### config.mk
export PLATFORM = sky130hd
export DESIGN_NAME = regfile_wb_ctrl_flat
export DESIGN_NICKNAME = d
export VERILOG_FILES = /design/src/rtl/regfile_wb_ctrl_pkg.sv /design/src/rtl/regfile_wb_ctrl_if.sv /design/src/rtl/regfile_rr_pick.sv /design/src/rtl/regfile_wb_ctrl.sv /design/src/flat_wrapper.sv
export SDC_FILE = /design/constraint.sdc
export NUM_CORES = 1
export LEC_CHECK = 0
export CORE_MARGIN = 2
export CORE_UTILIZATION = 43
export DETAILED_ROUTE_END_ITERATION = 8
export MAX_ROUTING_LAYER = met4
export PLACE_DENSITY = 0.91
export SYNTH_ARGS = -nofsm -noshare
export SYNTH_HDL_FRONTEND = slang
export SYNTH_SLANG_ARGS = --single-unit
### constraint.sdc
create_clock -name CLK -period 3.6 [get_ports CLK]
set_input_delay 1.08 -clock CLK [delete_from_list [all_inputs] [get_ports CLK]]
set_output_delay 1.08 -clock CLK [all_outputs]
set_load 0.05 [all_outputs]
### src/rtl/regfile_wb_ctrl_pkg.sv
// Shared types and default widths for the register-file write-port controller.
// The default widths must track the register file itself.
package regfile_wb_ctrl_pkg;

  localparam int unsigned DefDataWidth = 16;
  localparam int unsigned DefAddWidth  = 3;
  localparam int unsigned DefNumReq    = 3;

  typedef enum logic [0:0] {
    StArb,
    StClear
  } state_e;

  // Round-robin pointer width, ceil(log2(num_req)), never below one bit
  function automatic int unsigned ptr_width(int unsigned num_req);
    return (num_req > 1) ? $clog2(num_req) : 1;
  endfunction

  localparam int unsigned DefPtrWidth = ptr_width(DefNumReq);

endpackage

### src/rtl/regfile_wb_ctrl_if.sv
// Writeback request bus plus register-file write port.
// master = requesters/clear source, slave = controller.
interface regfile_wb_ctrl_if
  import regfile_wb_ctrl_pkg::*;
#(
  parameter int unsigned DataWidth = DefDataWidth,
  parameter int unsigned AddWidth  = DefAddWidth,
  parameter int unsigned NumReq    = DefNumReq
) ();

  logic [NumReq-1:0]           REQ_VALID;
  logic [NumReq*AddWidth-1:0]  REQ_WADD;
  logic [NumReq*DataWidth-1:0] REQ_DATA;
  logic [NumReq-1:0]           REQ_READY;
  logic                        CLR_START;
  logic                        CLR_BUSY;
  logic                        WEN;
  logic [AddWidth-1:0]         WADD;
  logic [DataWidth-1:0]        DATAIN;

  modport master (
    output REQ_VALID, REQ_WADD, REQ_DATA, CLR_START,
    input  REQ_READY, CLR_BUSY, WEN, WADD, DATAIN
  );

  modport slave (
    input  REQ_VALID, REQ_WADD, REQ_DATA, CLR_START,
    output REQ_READY, CLR_BUSY, WEN, WADD, DATAIN
  );

endinterface

### src/rtl/regfile_rr_pick.sv
// Combinational rotate-priority selector: first valid requester at or after ptr,
// wrapping modulo NumReq.
module regfile_rr_pick
  import regfile_wb_ctrl_pkg::*;
#(
  parameter int unsigned NumReq   = DefNumReq,
  parameter int unsigned PtrWidth = ptr_width(NumReq)
) (
  input  logic [NumReq-1:0]   valid,
  input  logic [PtrWidth-1:0] ptr,
  output logic [NumReq-1:0]   gnt,
  output logic [PtrWidth-1:0] gnt_idx,
  output logic                gnt_any
);

  // Outer loop is priority order from ptr; inner loop maps it onto a fixed index
  always_comb begin
    gnt     = '0;
    gnt_idx = '0;
    gnt_any = 1'b0;
    for (int k = 0; k < int'(NumReq); k++) begin
      for (int c = 0; c < int'(NumReq); c++) begin
        if (!gnt_any && valid[c] && (c == ((int'(ptr) + k) % int'(NumReq)))) begin
          gnt[c]  = 1'b1;
          gnt_idx = PtrWidth'(c);
          gnt_any = 1'b1;
        end
      end
    end
  end

endmodule

### src/rtl/regfile_wb_ctrl.sv
// Register-file write-port controller: round-robin writeback arbitration and a
// sequenced software clear that zeroes every register through the write port.
module regfile_wb_ctrl
  import regfile_wb_ctrl_pkg::*;
#(
  parameter int unsigned DataWidth = DefDataWidth,
  parameter int unsigned AddWidth  = DefAddWidth,
  parameter int unsigned NumReq    = DefNumReq
) (
  input logic               CLK,
  input logic               RESET_N,
  regfile_wb_ctrl_if.slave  bus
);

  localparam int unsigned PtrWidth = ptr_width(NumReq);
  localparam int unsigned CntWidth = AddWidth + 1;

  state_e                state_q, state_d;
  logic [PtrWidth-1:0]   ptr_q, ptr_d;
  logic [CntWidth-1:0]   clr_cnt_q, clr_cnt_d;
  logic                  wen_q, wen_d;
  logic [AddWidth-1:0]   wadd_q, wadd_d;
  logic [DataWidth-1:0]  data_q, data_d;

  logic [NumReq-1:0]     gnt;
  logic [PtrWidth-1:0]   gnt_idx;
  logic                  gnt_any;
  logic                  arb_open;
  logic                  xfer;
  logic                  clr_busy;
  logic [NumReq-1:0]     ready;
  logic [AddWidth-1:0]   sel_wadd;
  logic [DataWidth-1:0]  sel_data;

  regfile_rr_pick #(
    .NumReq   (NumReq),
    .PtrWidth (PtrWidth)
  ) u_pick (
    .valid   (bus.REQ_VALID),
    .ptr     (ptr_q),
    .gnt     (gnt),
    .gnt_idx (gnt_idx),
    .gnt_any (gnt_any)
  );

  always_ff @(posedge CLK or negedge RESET_N) begin
    if (!RESET_N) begin
      state_q <= StArb;
    end else begin
      state_q <= state_d;
    end
  end

  // Clear ends once the counter's extra MSB shows every address has been issued
  always_comb begin
    state_d = state_q;
    unique case (state_q)
      StArb:   if (bus.CLR_START) state_d = StClear;
      StClear: if (clr_cnt_q[AddWidth]) state_d = StArb;
      default: state_d = StArb;
    endcase
  end

  // Grants are suppressed during reset, during the clear and on the CLR_START cycle
  always_comb begin
    arb_open = 1'b0;
    clr_busy = 1'b0;
    unique case (state_q)
      StArb:   arb_open = RESET_N & ~bus.CLR_START;
      StClear: clr_busy = 1'b1;
      default: ;
    endcase
    ready = arb_open ? gnt : '0;
    xfer  = arb_open & gnt_any;
  end

  always_comb begin
    sel_wadd = '0;
    sel_data = '0;
    for (int k = 0; k < int'(NumReq); k++) begin
      if (gnt[k]) begin
        sel_wadd |= bus.REQ_WADD[k*AddWidth +: AddWidth];
        sel_data |= bus.REQ_DATA[k*DataWidth +: DataWidth];
      end
    end
  end

  // Address 0 is issued on the CLR_START edge so the clear occupies exactly
  // 2^AddWidth busy cycles; the terminal cycle issues nothing.
  always_comb begin
    ptr_d     = ptr_q;
    clr_cnt_d = clr_cnt_q;
    wen_d     = 1'b0;
    wadd_d    = wadd_q;
    data_d    = data_q;
    if (state_q == StClear) begin
      if (clr_cnt_q[AddWidth]) begin
        clr_cnt_d = '0;
      end else begin
        wen_d     = 1'b1;
        wadd_d    = clr_cnt_q[AddWidth-1:0];
        data_d    = '0;
        clr_cnt_d = clr_cnt_q + CntWidth'(1);
      end
    end else if (bus.CLR_START) begin
      wen_d     = 1'b1;
      wadd_d    = '0;
      data_d    = '0;
      clr_cnt_d = CntWidth'(1);
    end else if (xfer) begin
      wen_d  = 1'b1;
      wadd_d = sel_wadd;
      data_d = sel_data;
      ptr_d  = (gnt_idx == PtrWidth'(NumReq - 1)) ? '0 : gnt_idx + PtrWidth'(1);
    end
  end

  always_ff @(posedge CLK or negedge RESET_N) begin
    if (!RESET_N) begin
      ptr_q     <= '0;
      clr_cnt_q <= '0;
      wen_q     <= 1'b0;
      wadd_q    <= '0;
      data_q    <= '0;
    end else begin
      ptr_q     <= ptr_d;
      clr_cnt_q <= clr_cnt_d;
      wen_q     <= wen_d;
      wadd_q    <= wadd_d;
      data_q    <= data_d;
    end
  end

  assign bus.REQ_READY = ready;
  assign bus.CLR_BUSY  = clr_busy;
  assign bus.WEN       = wen_q;
  assign bus.WADD      = wadd_q;
  assign bus.DATAIN    = data_q;

endmodule

### src/flat_wrapper.sv
// flat-port wrapper written by rule: the top's interface ports become plain ports
module regfile_wb_ctrl_flat import regfile_wb_ctrl_pkg::*;
#(
  parameter int unsigned DataWidth = DefDataWidth,
  parameter int unsigned AddWidth  = DefAddWidth,
  parameter int unsigned NumReq    = DefNumReq
)
  (CLK, RESET_N, bus_REQ_VALID, bus_REQ_WADD, bus_REQ_DATA, bus_CLR_START, bus_REQ_READY, bus_CLR_BUSY, bus_WEN, bus_WADD, bus_DATAIN);
  regfile_wb_ctrl_if #(.DataWidth(DataWidth), .AddWidth(AddWidth), .NumReq(NumReq)) bus_i ();
  input logic CLK;
  input logic RESET_N;
  input wire logic [$bits(bus_i.REQ_VALID)-1:0] bus_REQ_VALID;
  input wire logic [$bits(bus_i.REQ_WADD)-1:0] bus_REQ_WADD;
  input wire logic [$bits(bus_i.REQ_DATA)-1:0] bus_REQ_DATA;
  input wire logic [$bits(bus_i.CLR_START)-1:0] bus_CLR_START;
  output wire logic [$bits(bus_i.REQ_READY)-1:0] bus_REQ_READY;
  output wire logic [$bits(bus_i.CLR_BUSY)-1:0] bus_CLR_BUSY;
  output wire logic [$bits(bus_i.WEN)-1:0] bus_WEN;
  output wire logic [$bits(bus_i.WADD)-1:0] bus_WADD;
  output wire logic [$bits(bus_i.DATAIN)-1:0] bus_DATAIN;
  assign bus_i.REQ_VALID = bus_REQ_VALID;
  assign bus_i.REQ_WADD = bus_REQ_WADD;
  assign bus_i.REQ_DATA = bus_REQ_DATA;
  assign bus_i.CLR_START = bus_CLR_START;
  assign bus_REQ_READY = bus_i.REQ_READY;
  assign bus_CLR_BUSY = bus_i.CLR_BUSY;
  assign bus_WEN = bus_i.WEN;
  assign bus_WADD = bus_i.WADD;
  assign bus_DATAIN = bus_i.DATAIN;
  regfile_wb_ctrl #(.DataWidth(DataWidth), .AddWidth(AddWidth), .NumReq(NumReq)) u_core (.CLK(CLK), .RESET_N(RESET_N), .bus(bus_i));
endmodule
# Word level (Yosys, flattened, before mapping)
# Index checks and enable logic that the tools add are counted.
[classes]
shifts = 0
n_bitwise = 8
n_mux = 52
eq_ne = 8
n_div = 3
magnitude_cmp = 0
multipliers = 0
add_sub_neg = 4
reduce_logical = 32
[op_table]
columns = ["op", "count"]
rows = [
  ["$mux 16", 7],
  ["$eq 2x32->1 const A", 3],
  ["$eq 3x32->1 const A", 3],
  ["$logic_not 32->1", 3],
  ["$mod 32x3->32 const B", 2],
  ["$mod 3x3->32 const B", 1],
  ["$or 16x16->16", 2],
  ["$mux 1", 25],
  ["$mux 3", 8],
  ["$logic_and 1x1->1", 17],
  ["$mux 2", 8],
  ["$mux 4", 3],
  ["$logic_not 1->1", 8],
  ["$or 3x3->3", 2],
  ["$add 4x1->4 const B", 1],
  ["$add 2x1->3 const B", 1],
  ["$add 2x2->3 const B", 1],
  ["$reduce_and 3->1", 1],
  ["$reduce_bool 3->1", 1],
  ["$add 2x1->2 const B", 1],
  ["$and 1x1->1", 2],
  ["$eq 2x2->1 const B", 1],
  ["$ne 2x2->1 const B", 1],
  ["$not 1->1", 2],
  ["other kinds (3)", 3],
]
[totals]
out_inout_bits = 24
latch_bits = 0
input_bits = 63
reg_bits = 27
rom_bits = 0
mem_bits_rw = 0
n_memories = 0

# Longest topological paths before layout
[depth]
ltp_word = 40
ltp_mapped = 8
depth_no_buf = 7

# Modules after synthesis
# A second synthesis with hierarchy kept.
[unflattened]
cells_unflattened = 126
hier_area_um2 = 1447.6
[modules_own_cells]
columns = ["module", "cells_each", "instances", "area_each_um2", "seq_area_each_um2"]
rows = [
  ["regfile_wb_ctrl", 107, 1, 1305.0, 675.6],
  ["regfile_rr_pick", 19, 1, 142.6, 0.0],
]

# Worst setup path after synthesis
# No wires, ideal clock.
[synth_path]
kind = "input-to-output"
from = "input bus_REQ_VALID[1]"
to = "output bus_REQ_READY[0]"
stages = 4
setup_slack_ns = 0.274
arrival_time_ns = 2.246
required_time_ns = 2.520
cell_sequence = "and2_4 > o31ai_4 > buf_2 > and3_1"
[synth_via]
elab_chain_len = 24
word_cells_on_any_way = 25
[synth_rtl]
columns = ["item", "line", "source"]
rows = [
  ["from (decl)", "flat_wrapper.sv:12", "input wire logic [$bits(bus_i.REQ_VALID)-1:0] bus_REQ_VALID;"],
  ["$logic_and 1x1->1 (2 in series)", "regfile_rr_pick.sv:23", "if (!gnt_any && valid[c] && (c == ((int'(ptr) + k) % int'(NumReq)))) begin"],
  ["$mux 1", "regfile_rr_pick.sv:23", ""],
  ["$logic_not 1->1", "regfile_rr_pick.sv:23", ""],
  ["$logic_and 1x1->1 (2 in series)", "regfile_rr_pick.sv:23", ""],
  ["$mux 1", "regfile_rr_pick.sv:23", ""],
  ["$logic_not 1->1", "regfile_rr_pick.sv:23", ""],
  ["$logic_and 1x1->1 (2 in series)", "regfile_rr_pick.sv:23", ""],
  ["$mux 1", "regfile_rr_pick.sv:23", ""],
  ["[... 3 more ...]", "-", ""],
  ["$mux 1", "regfile_rr_pick.sv:23", ""],
  ["$logic_not 1->1", "regfile_rr_pick.sv:23", ""],
  ["$logic_and 1x1->1 (2 in series)", "regfile_rr_pick.sv:23", ""],
  ["$mux 1", "regfile_rr_pick.sv:23", ""],
  ["$logic_not 1->1", "regfile_rr_pick.sv:23", ""],
  ["$logic_and 1x1->1 (2 in series)", "regfile_rr_pick.sv:23", ""],
  ["$mux 1 (*)", "regfile_rr_pick.sv:23", ""],
  ["$mux 3 (*)", "regfile_wb_ctrl.sv:73", "ready = arb_open ? gnt : '0;"],
  ["to (decl)", "flat_wrapper.sv:16", "output wire logic [$bits(bus_i.REQ_READY)-1:0] bus_REQ_READY;"],
]
# Mark *: on every way between the ends. The rest lies on a longest branch, timed or not.

# Worst setup path after layout
[layout_path]
from = "input bus_REQ_VALID[0]"
to = "output bus_REQ_READY[1]"
[layout_via]
elab_chain_len = 31
word_cells_on_any_way = 33
[layout_rtl]
columns = ["item", "line"]
rows = [
  ["$logic_and 1x1->1", "regfile_rr_pick.sv:23"],
  ["$mux 1", "regfile_rr_pick.sv:23"],
  ["$logic_not 1->1", "regfile_rr_pick.sv:23"],
  ["$logic_and 1x1->1 (2 in series)", "regfile_rr_pick.sv:23"],
  ["$mux 1", "regfile_rr_pick.sv:23"],
  ["$logic_not 1->1", "regfile_rr_pick.sv:23"],
  ["$logic_and 1x1->1 (2 in series)", "regfile_rr_pick.sv:23"],
  ["$mux 1", "regfile_rr_pick.sv:23"],
  ["[... 11 more ...]", "-"],
  ["$mux 1", "regfile_rr_pick.sv:23"],
  ["$logic_not 1->1", "regfile_rr_pick.sv:23"],
  ["$logic_and 1x1->1 (2 in series)", "regfile_rr_pick.sv:23"],
  ["$mux 1", "regfile_rr_pick.sv:23"],
  ["$logic_not 1->1", "regfile_rr_pick.sv:23"],
  ["$logic_and 1x1->1 (2 in series)", "regfile_rr_pick.sv:23"],
  ["$mux 1 (*)", "regfile_rr_pick.sv:23"],
  ["$mux 3 (*)", "regfile_wb_ctrl.sv:73"],
]
# Marked as above.

==> flow_metrics.py <==
metrics = {
    "sta": {
        "tightestPinTransition_ns": 0.516,
        "rsz0062_at_grt": "no",
        "timing.final.hold_violations": 0,
        "setup_viol": 0,
        "achievable-frequency_mhz": 283,
        "skew_ns": 0.00686,
        "relSlewSlack": 0.655,
        "share_of_the_clock_period_used_by_the_worst_path": 0.983,
        "fin_tns_setup_ns": 0,
        "clock_period_minus_worst_slack_ns": 3.54,
        "pins_over_slew_limit": 0,
    },
    "finish": {
        "nets": 325,
        "final.fill_count": 280,
        "layout_cell_area_excl_fill_um2": 2670,
        "post_layout_cell_count": 306,
        "antennaDiodeCount": 0,
        "area_growth_syn_to_layout_pct": 59.5,
        "final_layout_size_suffix_gt1_frac": 0.132,
    },
    "synth": {
        "synthDominantAreaCellType": "sky130_fd_sc_hd__dfrtp_1",
        "synth_edf_count": 0,
        "postSynthRegisterBits": 27,
        "synth_top_cells_by_count": "sky130_fd_sc_hd__dfrtp_1 (27), sky130_fd_sc_hd__nand2_1 (26), sky130_fd_sc_hd__inv_1 (21)",
        "synth_top_area_frac": 0.404,
        "synth.yosys.warnings": 0,
        "synth_cells": 172,
        "yosysSeqAreaShare": 0.404,
        "mappedNetlistArea_um2": 1670,
        "syn_nets": 238,
        "netlist-cell-type-count": 40,
        "share_of_flip_flops_with_an_asynchronous_set_or_reset": 1.00,
        "synth.most_common_cell": "sky130_fd_sc_hd__dfrtp_1",
        "syn_area_per_cell_um2": 9.72,
        "netlist_top_cells_area": "sky130_fd_sc_hd__dfrtp_1 (40%), sky130_fd_sc_hd__a32oi_1 (8.9%), sky130_fd_sc_hd__o221ai_2 (8.1%), sky130_fd_sc_hd__nand2_1 (5.8%), sky130_fd_sc_hd__inv_1 (4.7%)",
        "yosys_most_used_dff": "sky130_fd_sc_hd__dfrtp_1",
    },
    "cts": {
        "inserted_clock_buffers": 3,
        "clock_sink_count": 27,
        "cts_tree": "done",
        "clock_tree.root_cell": "sky130_fd_sc_hd__clkbuf_8",
        "clock_transition_at_the_register_clock_pins_on_the_worst_setup_and_hold_paths_after_cts_ns": 0.08,
        "cts.path.max_buffers": 2,
        "worst_skew_pair.late_latency_ns": 0.26,
        "post_cts.repair.setup_buffers": 0,
        "clock_tree.htree_level_count": 1,
    },
    "route": {
        "num_vias": 1695,
        "drt-initial-drc-count": 55,
        "drt_drc_violations_left": 0,
        "postRouteWirelength_mm": 4.90,
        "final_antenna_net_count": 0,
        "route.detailed.vias_per_inst": 5.54,
        "number_of_iterations_in_the_first_detailed_routing_pass": 5,
        "post_drt_wl_per_cell_um": 16.0,
    },
    "global_route": {
        "first_pass_grt_wire_length_mm": 7.73,
        "antenna_found_initial": 0,
        "first_global_vias": 1662,
        "global_route.overflow_total": 0,
        "grt_start_max_net_pins": 28,
        "global_route.usage.total": 0.233,
    },
    "place": {
        "placed_cell_count": 302,
        "numPortBuffers": 86,
        "place_area_um2": 2610,
        "dp_hpwl_mm": 3.69,
        "gp_congestion": 0.874,
    },
    "hold_path": {
        "worst_hold_path.num_cells": 2,
        "min-delay-path-class": "flip-flop to flip-flop",
    },
    "flow_run": {
        "maxCapViolCount": 0,
    },
    "floorplan": {
        "coreArea_um2": 3690,
        "die_area_um2": 4400,
        "io_pins": 87,
        "die_width_um": 66.4,
        "die_height_um": 66.4,
        "placementRows": 22,
        "start_util": 0.453,
    },
    "worst_setup_path": {
        "critical_path_class": "primary input to output port",
        "worstRegToRegCells": 7,
        "startpoint_type": "primary input",
        "crit_path_end_kind": "output port",
        "required_ns": 2.52,
        "cp_data_arrival_time_ns": 2.46,
        "worstPathMaxFanout": 5,
    },
    "pwr": {
        "ir_drop_mv": 0.329,
        "power.static_leakage_nw": 1.12,
        "power_per_cell_area_nw_per_um2": 522,
    },
    "status": {
        "run_status": "finished clean",
    },
}
[worst max-delay path, stage by stage]
cell                              delay (ns)
sky130_fd_sc_hd__clkdlybuf4s50_1        0.49
sky130_fd_sc_hd__or3_4                  0.44
sky130_fd_sc_hd__nand3_2                0.10
sky130_fd_sc_hd__nand2b_1               0.14
sky130_fd_sc_hd__inv_2                  0.07
sky130_fd_sc_hd__buf_12                 0.15
[final timing paths]
path                                      start                    end  slack (ns)
setup / recovery               bus_REQ_VALID[0]       bus_REQ_READY[1]        0.06
hold / removal             u_core.bus.DATAIN[8]   u_core.bus.DATAIN[8]        0.49
setup reg to reg                u_core.ptr_q[0]  u_core.bus.DATAIN[11]        1.55
hold reg to reg            u_core.bus.DATAIN[8]   u_core.bus.DATAIN[8]        0.49
max in group asynchronous               RESET_N  u_core.bus.DATAIN[14]        2.04
min in group asynchronous               RESET_N  u_core.bus.DATAIN[12]        1.29
[kinds of logic after synthesis]
family                     synth area share
AOI/OAI and AO/OA                     0.310
buffers and inverters                 0.100
adders and majority gates            0.0225
xor gates and xnor gates            0.00524
and+or+nand+nor                       0.158
DFF                                   0.404
[per-layer routing]
metal | track usage | share of wire | up-vias
met5 | - | 0 | -
met3 | 0.0392 | 0.059 | 4
met1 | 0.293 | 0.43 | 827
li1 | - | - | 811
met2 | 0.385 | 0.50 | 53
met4 | 0.0714 | 0.0082 | 0
[where the power goes]
part	total [mW]	internal [mW]	switching, mW
clock network	0.167	0.0790	0.0880
logic	0.800	0.336	0.463
registers	0.426	0.367	0.0596
[metrics by stage]
| step | hold slack [ns] | total power [mW] | setup slack (ns) | util |
|---|---|---|---|---|
| after global placement | 0.468 | 1.20 | 0.113 | 0.708 |
| after detailed placement | 0.477 | 1.23 | 0.0856 | 0.708 |
| final | 0.493 | 1.39 | 0.0605 | 0.723 |
| after floorplan | 0.472 | 0.953 | 0.274 | - |
| after CTS | 0.499 | 1.40 | 0.0441 | 0.720 |
| after global routing | 0.522 | 1.49 | 0.00854 | 0.723 |
[placed cells by master (no fill, tap or decap), types with 2 or more instances in the layout]
cell type and instances:
sky130_fd_sc_hd__clkdlybuf4s50_1 82, sky130_fd_sc_hd__a221oi_1 3, sky130_fd_sc_hd__a32oi_1 17, sky130_fd_sc_hd__o21ai_1 3, sky130_fd_sc_hd__buf_4 10, sky130_fd_sc_hd__dfrtp_1 27
sky130_fd_sc_hd__o21ai_0 3, sky130_fd_sc_hd__o31ai_1 3, sky130_fd_sc_hd__and3b_1 2, sky130_fd_sc_hd__buf_12 3, sky130_fd_sc_hd__nand3b_1 3, sky130_fd_sc_hd__nand2_1 26
sky130_fd_sc_hd__clkbuf_8 3, sky130_fd_sc_hd__ha_1 3, sky130_fd_sc_hd__o221ai_2 9, sky130_fd_sc_hd__inv_1 21, sky130_fd_sc_hd__o221ai_1 7, sky130_fd_sc_hd__nor2_1 3
sky130_fd_sc_hd__or2_2 2, sky130_fd_sc_hd__a21oi_1 4, sky130_fd_sc_hd__nand3_1 3
[area by class of cell]
class / count / area (um2) / area share
Clock buffer: 4 / 45.0 / 0.0169
Inverter: 22 / 82.6 / 0.0310
Sequential cell: 27 / 676 / 0.253
Timing Repair Buffer: 96 / 968 / 0.363
Tap cell: 48 / 60.1 / 0.0225
Multi-Input combinational cell: 109 / 835 / 0.313
[what timing repair did]
item	CTS	global route
gates resized for setup	0	2
hold buffers	0	0
setup endpoints to repair	0	1
[state kept, by name, summed over array words and instances, names as in the netlist]
signal             count
u_core.bus.WADD        3
u_core.bus.DATAIN     16
u_core.state_q         1
u_core.ptr_q           2
u_core.bus.WEN         1
u_core.clr_cnt_q       4
(Power assumes the default switching activity.)
